<file path="config.mk">
export PLATFORM = sky130hd
export DESIGN_NAME = bin_to_bcd_seq
export DESIGN_NICKNAME = d
export VERILOG_FILES = /design/src/rtl/bin_to_bcd_seq_pkg.sv /design/src/rtl/bcd_add3.sv /design/src/rtl/bin_to_bcd_seq.sv
export SDC_FILE = /design/constraint.sdc
export NUM_CORES = 1
export LEC_CHECK = 0
export ABC_CLOCK_PERIOD_IN_PS = 2300
export CAP_MARGIN = 20
export CORE_UTILIZATION = 56
export CTS_BUF_LIST = sky130_fd_sc_hd__clkbuf_4
export DETAILED_ROUTE_END_ITERATION = 7
export GPL_TIMING_DRIVEN = 0
export PLACE_DENSITY_LB_ADDON = 0.15
export SLEW_MARGIN = 20
export SYNTH_ARGS = -nofsm -noshare
export SYNTH_HDL_FRONTEND = slang
export SYNTH_SLANG_ARGS = --single-unit
</file>
<file path="constraint.sdc">
create_clock -name clk -period 2.3 [get_ports clk]
set_input_delay 0.46 -clock clk [delete_from_list [all_inputs] [get_ports clk]]
set_output_delay 0.46 -clock clk [all_outputs]
set_load 0.01 [all_outputs]
</file>
<file path="src/rtl/bin_to_bcd_seq_pkg.sv">
// Shared constants for the sequential binary-to-BCD converter: digit width,
// internal digit count and FSM state encodings.
package bin_to_bcd_seq_pkg;

    localparam int BCD_W = 4;

    localparam logic [1:0] IDLE  = 2'd0;
    localparam logic [1:0] SHIFT = 2'd1;
    localparam logic [1:0] DONE  = 2'd2;

    // Enough decimal digits to hold 2^width-1.
    function automatic int idig_f(input int width);
        return (width + 2) / 3;
    endfunction

endpackage

</file>
<file path="src/rtl/bcd_add3.sv">
// Double-dabble digit corrector: adds 3 to a BCD digit of 5 or more so the
// following left shift carries correctly into the next decade.
module bcd_add3 (
    input  logic [3:0] din,
    output logic [3:0] dout
);

    always_comb begin
        dout = (din >= 4'd5) ? din + 4'd3 : din;
    end

endmodule

</file>
<file path="src/rtl/bin_to_bcd_seq.sv">
// Sequential shift-and-add-3 binary-to-BCD converter, one input bit per clock,
// with start/busy/done handshake, overflow saturation and leading-zero blanking.
module bin_to_bcd_seq
    import bin_to_bcd_seq_pkg::*;
#(
    parameter int WIDTH  = 10,
    parameter int DIGITS = 3
) (
    input  logic                    clk,
    input  logic                    rst,
    input  logic                    start,
    input  logic [WIDTH-1:0]        binary,
    output logic                    ready,
    output logic                    busy,
    output logic                    done,
    output logic [BCD_W*DIGITS-1:0] bcd,
    output logic                    overflow,
    output logic [DIGITS-1:0]       blank
);

    localparam int IDIG = idig_f(WIDTH);
    localparam int SW   = BCD_W * IDIG + WIDTH;
    localparam int CW   = $clog2(WIDTH + 1);
    localparam int ODIG = (IDIG > DIGITS) ? IDIG : DIGITS;

    localparam logic [DIGITS-1:0] BLANK_RST = ~DIGITS'(1);

    logic [1:0]              state_q, state_d;
    logic [SW-1:0]           scratch_q, scratch_d;
    logic [CW-1:0]           cnt_q, cnt_d;
    logic [BCD_W*IDIG-1:0]   digits_adj;
    logic [SW-1:0]           corrected, shifted;
    logic                    load, finish;

    logic [BCD_W*ODIG-1:0]   res_digits;
    logic                    ovf_c;
    logic [BCD_W*DIGITS-1:0] bcd_c;
    logic [DIGITS-1:0]       blank_c;
    logic                    zero_run;

    logic [BCD_W*DIGITS-1:0] bcd_q;
    logic                    overflow_q, done_q;
    logic [DIGITS-1:0]       blank_q;

    for (genvar i = 0; i < IDIG; i++) begin : g_add3
        bcd_add3 u_add3 (
            .din  (scratch_q[WIDTH+BCD_W*i +: BCD_W]),
            .dout (digits_adj[BCD_W*i +: BCD_W])
        );
    end

    assign corrected = {digits_adj, scratch_q[WIDTH-1:0]};
    assign shifted   = {corrected[SW-2:0], 1'b0};
    assign finish    = (state_q == SHIFT) && (cnt_q == CW'(1));

    always_comb begin
        state_d   = state_q;
        scratch_d = scratch_q;
        cnt_d     = cnt_q;
        load      = 1'b0;
        case (state_q)
            IDLE: begin
                if (start) begin
                    state_d = SHIFT;
                    load    = 1'b1;
                end
            end
            SHIFT: begin
                scratch_d = shifted;
                cnt_d     = cnt_q - CW'(1);
                if (cnt_q == CW'(1)) begin
                    state_d = DONE;
                end
            end
            DONE: begin
                if (start) begin
                    state_d = SHIFT;
                    load    = 1'b1;
                end else begin
                    state_d = IDLE;
                end
            end
            default: state_d = IDLE;
        endcase
        if (load) begin
            scratch_d = {{(SW-WIDTH){1'b0}}, binary};
            cnt_d     = CW'(WIDTH);
        end
    end

    // Final result is taken from the last shift so it lands in the DONE cycle.
    always_comb begin
        res_digits                   = '0;
        res_digits[BCD_W*IDIG-1:0]   = shifted[SW-1:WIDTH];
        ovf_c                        = 1'b0;
        for (int k = DIGITS; k < ODIG; k++) begin
            if (res_digits[BCD_W*k +: BCD_W] != '0) begin
                ovf_c = 1'b1;
            end
        end
        bcd_c = ovf_c ? {DIGITS{4'h9}} : res_digits[BCD_W*DIGITS-1:0];

        blank_c  = '0;
        zero_run = 1'b1;
        for (int k = DIGITS - 1; k >= 1; k--) begin
            zero_run   = zero_run && (bcd_c[BCD_W*k +: BCD_W] == '0);
            blank_c[k] = zero_run;
        end
    end

    always_ff @(posedge clk or posedge rst) begin
        if (rst) begin
            state_q    <= IDLE;
            scratch_q  <= '0;
            cnt_q      <= '0;
            bcd_q      <= '0;
            overflow_q <= 1'b0;
            blank_q    <= BLANK_RST;
            done_q     <= 1'b0;
        end else begin
            state_q   <= state_d;
            scratch_q <= scratch_d;
            cnt_q     <= cnt_d;
            done_q    <= finish;
            if (finish) begin
                bcd_q      <= bcd_c;
                overflow_q <= ovf_c;
                blank_q    <= blank_c;
            end
        end
    end

    assign bcd      = bcd_q;
    assign overflow = overflow_q;
    assign blank    = blank_q;
    assign done     = done_q;
    assign busy     = (state_q == SHIFT);
    assign ready    = (state_q != SHIFT);

endmodule

</file>
==> flow_summary.json, run 1 <==
{
  "path_class": "flop to primary output",
  "clk_path_buf_depth": 2,
  "ctsHoldBuffers": 0,
  "clockRootBuffer": "clkbuf_4",
  "synth_cell_types": 34,
  "core_mm2": 0.003771,
  "wl_per_cell_um": 15.05,
  "htree_num_levels": 2,
  "synthArstFlopShare": 1.000,
  "endpoint_kind": "primary output",
  "dpl.cell_count": 305,
  "dr.pass1.iters": 4,
  "path_max_fanout": 10,
  "ir_drop_mv": 0.6995,
  "post-route-min-period_ns": 2.206,
  "ys_warn_count": 0,
  "cts_buffers": 5,
  "dieArea_mm2": 0.004326,
  "die_h_um": 65.77,
  "synth_common_cells": "dfrtp_1 (46), nand2_1 (36), o21ai_0 (16)",
  "wl_met3_um": 179,
  "fin_area_mm2": 0.002746,
  "yosysMostFrequentCell": "dfrtp_1",
  "max_cap_violations": 0,
  "drive_above_1_share": 0.08614,
  "cts_tree": "yes",
  "slew_violations": 0,
  "start_kind": "flop",
  "top_layer": "met4",
  "antenna_found_initial": 0,
  "area_growth_pct": 20.60,
  "synth-seq-area-share": 0.5286,
  "clock-sinks": 48,
  "rows": 22,
  "antenna_cells": 0,
  "initial_utilization": 0.6038,
  "route.met2.wl_mm": 2.368,
  "seq_area_mm2": 0.001205,
  "wl_met1_mm": 2.108,
  "synth_top_cell_by_area": "dfrtp_1",
  "ioPinCount": 32,
  "grt_pass1_wl_mm": 8.059,
  "grt_pass1_vias": 1795,
  "fin_skew_ns": 0.007778,
  "grt_max_degree": 30,
  "place_congestion": 0.8774,
  "viasPerCell": 5.829,
  "route.final.wire_length_mm": 4.740,
  "synthesis.nets": 249,
  "grt_usage": 0.2438,
  "synth-edff-count": 0,
  "stdcell_count": 315,
  "ff2ff_setup_slack_ns": 0.12,
  "syn_area_mm2": 0.002277,
  "portBuffers": 30,
  "dpl_worst_slack_ns": -0.1445,
  "postLayoutSetupSlackWorst_ns": 0.09419,
  "ant_nets": 0,
  "p_leak_nw": 1.237,
  "reg2reg_depth": 7,
  "dp.final_hpwl_mm": 3.318,
  "overflow": 0,
  "ys_ff_latch": 48,
  "cp.required_ns": 1.84,
  "timing.hold.ws_ns": 0.4017,
  "netlist_instances": 226,
  "arrival_ns": 1.75,
  "status": "finished, final reports clean",
  "p_per_area_mw_per_mm2": 1385,
  "path_clk_slew_ns": 0.13,
  "fin_nets": 290,
  "slew_headroom": 0.5671,
  "clock.fmax_mhz": 453.3,
  "place_area_mm2": 0.002658,
  "drt_iter0_drc": 157,
  "multi_input_area_um2": 991.0,
  "setup_violations": 0,
  "fillers": 309,
  "hold_class": "input pin to asynchronous set/reset pin",
  "worst_pin_slew_ns": 0.6469,
  "fp.dieW_um": 65.77,
  "synthTopCellsByArea": "dfrtp_1 (51%), nand2_1 (5.9%), ha_1 (5.5%)",
  "via_count": 1836,
  "timing.final.crit_share": 0.9590,
  "drc_errors": 0,
  "synth_top_cell_area_share": 0.5055,
  "synth-main-ff-cell": "dfrtp_1",
  "syn_avg_cell_area_um2": 10.08,
  "final_hold_viol_count": 0,
  "clock_latency_ns": 0.35
}
[worst paths after layout]
check                                     startpoint                         to
hold reg to reg                 blank[1]$_DFFE_PP1P_       blank[1]$_DFFE_PP1P_
setup / recovery              state_q[0]$_DFFE_PP0P_                      ready
hold / removal                                   rst         bcd[2]$_DFFE_PP0P_
setup reg to reg           scratch_q[22]$_DFFE_PP0P_         bcd[4]$_DFFE_PP0P_
min in group clk                blank[1]$_DFFE_PP1P_       blank[1]$_DFFE_PP1P_
max in group asynchronous                        rst  scratch_q[22]$_DFFE_PP0P_
[per-stage QoR]
| stage | utilization | TNS (ns) | total power [mW] |
|---|---|---|---|
| CTS | 0.7186 | 0 | 3.745 |
| floorplan | - | 0 | 2.720 |
| global route | 0.7283 | -0.01763 | 4.118 |
| finish | 0.7283 | 0 | 3.803 |
| global placement | 0.6994 | -10.04 | 3.285 |
| detailed placement | 0.7047 | -0.5997 | 3.378 |
[per-layer routing]
layer	vias up	GRT usage
met1	908	0.3178
li1	863	-
met4	0	0.09783
met3	11	0.04310
met2	54	0.4005
met5	-	0
[worst max-delay path: stages (launching register included)]
cell             delay, ns
dfrtp_1               0.43
nand2b_2              0.15
buf_2                 0.25
clkdlybuf4s50_1       0.57
[logic make-up after synthesis]
family	Yosys count	synth area share
AND/OR/NAND/NOR	74	0.1522
buffers and inverters	24	0.04286
other	1	0.001647
flip-flops	48	0.5286
multiplexers	2	0.008792
AO/OA/AOI/OAI	61	0.1879
adder cells (fa/ha/maj)	10	0.05495
XOR/XNOR	6	0.02308
[layout make-up]
| type | instances | share of cell area |
|---|---|---|
| Sequential cell | 48 | 0.4387 |
| Multi-Input combinational cell | 154 | 0.3608 |
| Timing Repair Buffer | 34 | 0.1244 |
| Inverter | 16 | 0.02232 |
| Tap cell | 48 | 0.02187 |
| Buffer | 8 | 0.01549 |
| Clock buffer | 5 | 0.01367 |
| Clock inverter | 2 | 0.002733 |
[sequential cells by signal (all words and copies together) (netlist names)]
name / flops
done: 1
state_q: 2
blank: 2
overflow: 1
bcd: 12
scratch_q: 26
cnt_q: 4
[power by group]
| part | internal (mW) | switching (mW) | leakage [nW] |
|---|---|---|---|
| sequential | 1.22 | 0.297 | 0.591 |
| combinational | 0.910 | 1.01 | 0.620 |
| clock | 0.107 | 0.257 | 0.0261 |
| total | 2.24 | 1.57 | 1.24 |
[placed cells by master, fill, tap and decap left out, types with 2 or more instances in the layout]
cell type / instances
and3_1: 2
nor2b_1: 4
inv_2: 2
a21oi_1: 13
o21ai_0: 16
inv_1: 12
nor3b_1: 6
a22o_1: 14
nand2b_1: 3
o2111ai_1: 2
nor3_1: 5
nand2_1: 36
buf_4: 5
mux2i_1: 2
clkdlybuf4s50_1: 29
xnor2_1: 5
clkbuf_1: 4
dfrtp_1: 45
dfstp_2: 2
clkinv_1: 3
clkbuf_4: 6
ha_1: 9
a22oi_1: 9
nor2_1: 13
[timing repair]
item	in CTS	in global routing
gates resized for setup	6	5
setup endpoints to repair	2	13
gates cloned	0	0
pin swaps	0	3
setup buffers	0	3
No activity file was read; power rests on OpenSTA's default activity.
==> inputs of run 2 (changes only) <==
--- a/config.mk
+++ b/config.mk
@@ -6,8 +6,8 @@
 export NUM_CORES = 1
 export LEC_CHECK = 0
 export ABC_CLOCK_PERIOD_IN_PS = 2300
-export CAP_MARGIN = 20
-export CORE_UTILIZATION = 56
+export CAP_MARGIN = 5
+export CORE_UTILIZATION = 35
 export CTS_BUF_LIST = sky130_fd_sc_hd__clkbuf_4
 export DETAILED_ROUTE_END_ITERATION = 7
 export GPL_TIMING_DRIVEN = 0
==> run 2 against run 1 <==
- critical path depth up 5
- core utilization down 28 points
- routed wire length up 1.7%
- non-clock buffer count unchanged
==> flow_summary.json, run 2 (synthesis results as in run 1) <==
{
  "initial_utilization": 0.3607,
  "place_congestion": 0.7675,
  "ioPinCount": 32,
  "area_growth_pct": 24.23,
  "p_leak_nw": 1.264,
  "drc_errors": 0,
  "clock_latency_ns": 0.38,
  "drive_above_1_share": 0.08955,
  "fin_nets": 290,
  "grt_max_degree": 26,
  "cts_tree": "yes",
  "dpl.cell_count": 334,
  "antenna_cells": 0,
  "p_per_area_mw_per_mm2": 1377,
  "post-route-min-period_ns": 2.178,
  "antenna_found_initial": 0,
  "path_clk_slew_ns": 0.14,
  "path_cells": "inv_1 > ha_2 > nand2b_1 > a2111o_1 > a2111oi_4 > buf_4 > buf_6 > a31oi_1",
  "top_register": "scratch_q",
  "wl_per_cell_um": 13.97,
  "final_cell_mix": "dfrtp_1 (46), nand2_1 (36), clkdlybuf4s50_1 (29)",
  "route.final.wire_length_mm": 4.819,
  "grt_usage": 0.1611,
  "die_h_um": 82.66,
  "path_class": "flop to flop",
  "clockRootBuffer": "clkbuf_4",
  "worst_pin_slew_ns": 0.7056,
  "clock-sinks": 48,
  "largest_reg_flops": 26,
  "fin_skew_ns": 0.02604,
  "via_count": 1719,
  "endpoint_kind": "flop",
  "dieArea_mm2": 0.006833,
  "arrival_ns": 2.43,
  "fillers": 639,
  "max_cap_violations": 0,
  "cp.required_ns": 2.55,
  "slowest_stage": "dfrtp_1",
  "ant_nets": 0,
  "clock.fmax_mhz": 459.2,
  "max_stage_delay_ns": 0.46,
  "final_common_cell": "dfrtp_1",
  "grt_pass1_vias": 1661,
  "grt_pass1_wl_mm": 8.135,
  "stdcell_count": 345,
  "cts_buffers": 5,
  "core_mm2": 0.006314,
  "overflow": 0,
  "dp.final_hpwl_mm": 3.295,
  "htree_num_levels": 2,
  "portBuffers": 30,
  "p_total_mw": 3.895,
  "viasPerCell": 4.983,
  "hold_class": "input pin to asynchronous set/reset pin",
  "rsz0062_at_grt": "no",
  "slew_headroom": 0.5279,
  "slew_violations": 0,
  "rows": 29,
  "status": "finished, final reports clean",
  "path_max_fanout": 10,
  "clk_path_buf_depth": 2,
  "drt_iter0_drc": 47,
  "start_kind": "flop",
  "fp.dieW_um": 82.66,
  "timing.final.crit_share": 0.9469,
  "fin_setup_tns_ns": 0,
  "setup_violations": 0,
  "ir_drop_mv": 0.5216,
  "dr.pass1.iters": 4,
  "final_hold_viol_count": 0
}
run 2: critical path: cells and delay by family, from the launching register on:
family          cells  cell delay [ns]
compound gates      3             0.83
flops               1             0.46
buf+inv             3             0.45
fa+ha+maj           1             0.23
simple gates        1             0.08
run 2: final timing paths:
check | start | to | slack [ns] | depth (start not counted)
min reg2reg | blank[2]$_DFFE_PP1P_ | blank[2]$_DFFE_PP1P_ | 0.47 | 2
min | rst | bcd[0]$_DFFE_PP0P_ | 0.43 | 2
min in group clk | blank[2]$_DFFE_PP1P_ | blank[2]$_DFFE_PP1P_ | 0.47 | 2
max reg2reg | scratch_q[22]$_DFFE_PP0P_ | bcd[3]$_DFFE_PP0P_ | 0.12 | 8
max in group asynchronous | rst | blank[1]$_DFFE_PP1P_ | 1.30 | 3
max | scratch_q[22]$_DFFE_PP0P_ | bcd[3]$_DFFE_PP0P_ | 0.12 | 8
run 2: layer usage:
metal  routed length (µm)  track usage  vias to the layer above
li1                     -            -                      866
met4                   41      0.05172                        0
met2                 2202       0.2443                       29
met5                    0            0                        -
met3                  149      0.03626                        5
met1                 2425       0.2264                      819
run 2: timing repair:
item                                    4_1_cts  5_1_grt
gates resized for setup                      10        1
hold buffers                                  0        0
pin swaps                                     1        1
setup buffers                                 2        1
endpoints found under the setup margin       13       15
gates cloned                                  0        0
run 2: layout make-up:
cell class	instances	area, µm²	area share
Sequential cell	48	1204	0.4255
Tap cell	77	96.34	0.03406
Multi-Input combinational cell	154	987.2	0.3490
Buffer	8	55.05	0.01946
Clock buffer	5	37.54	0.01327
Clock inverter	3	42.54	0.01504
Timing Repair Buffer	34	345.3	0.1221
Inverter	16	61.31	0.02167
run 2: stage by stage:
step | instance area [µm²] | hold slack, ns | util | worst slack (ns)
after global routing | 2829 | 0.4709 | 0.4481 | 0.02846
after CTS | 2819 | 0.4319 | 0.4465 | 0.02543
after detailed placement | 2694 | 0.4484 | 0.4267 | -0.1256
final | 2829 | 0.4307 | 0.4481 | 0.1221
after floorplan | 2277 | 0.4463 | - | 0.3074
after global placement | 2674 | 0.4454 | 0.4235 | -0.3212
run 2: power breakdown:
group / total (mW) / switching, mW / internal (mW) / leakage, nW
clock network: 0.510 / 0.282 / 0.228 / 0.0428
logic: 1.88 / 0.988 / 0.897 / 0.628
registers: 1.50 / 0.283 / 1.22 / 0.593
total: 3.89 / 1.55 / 2.34 / 1.26
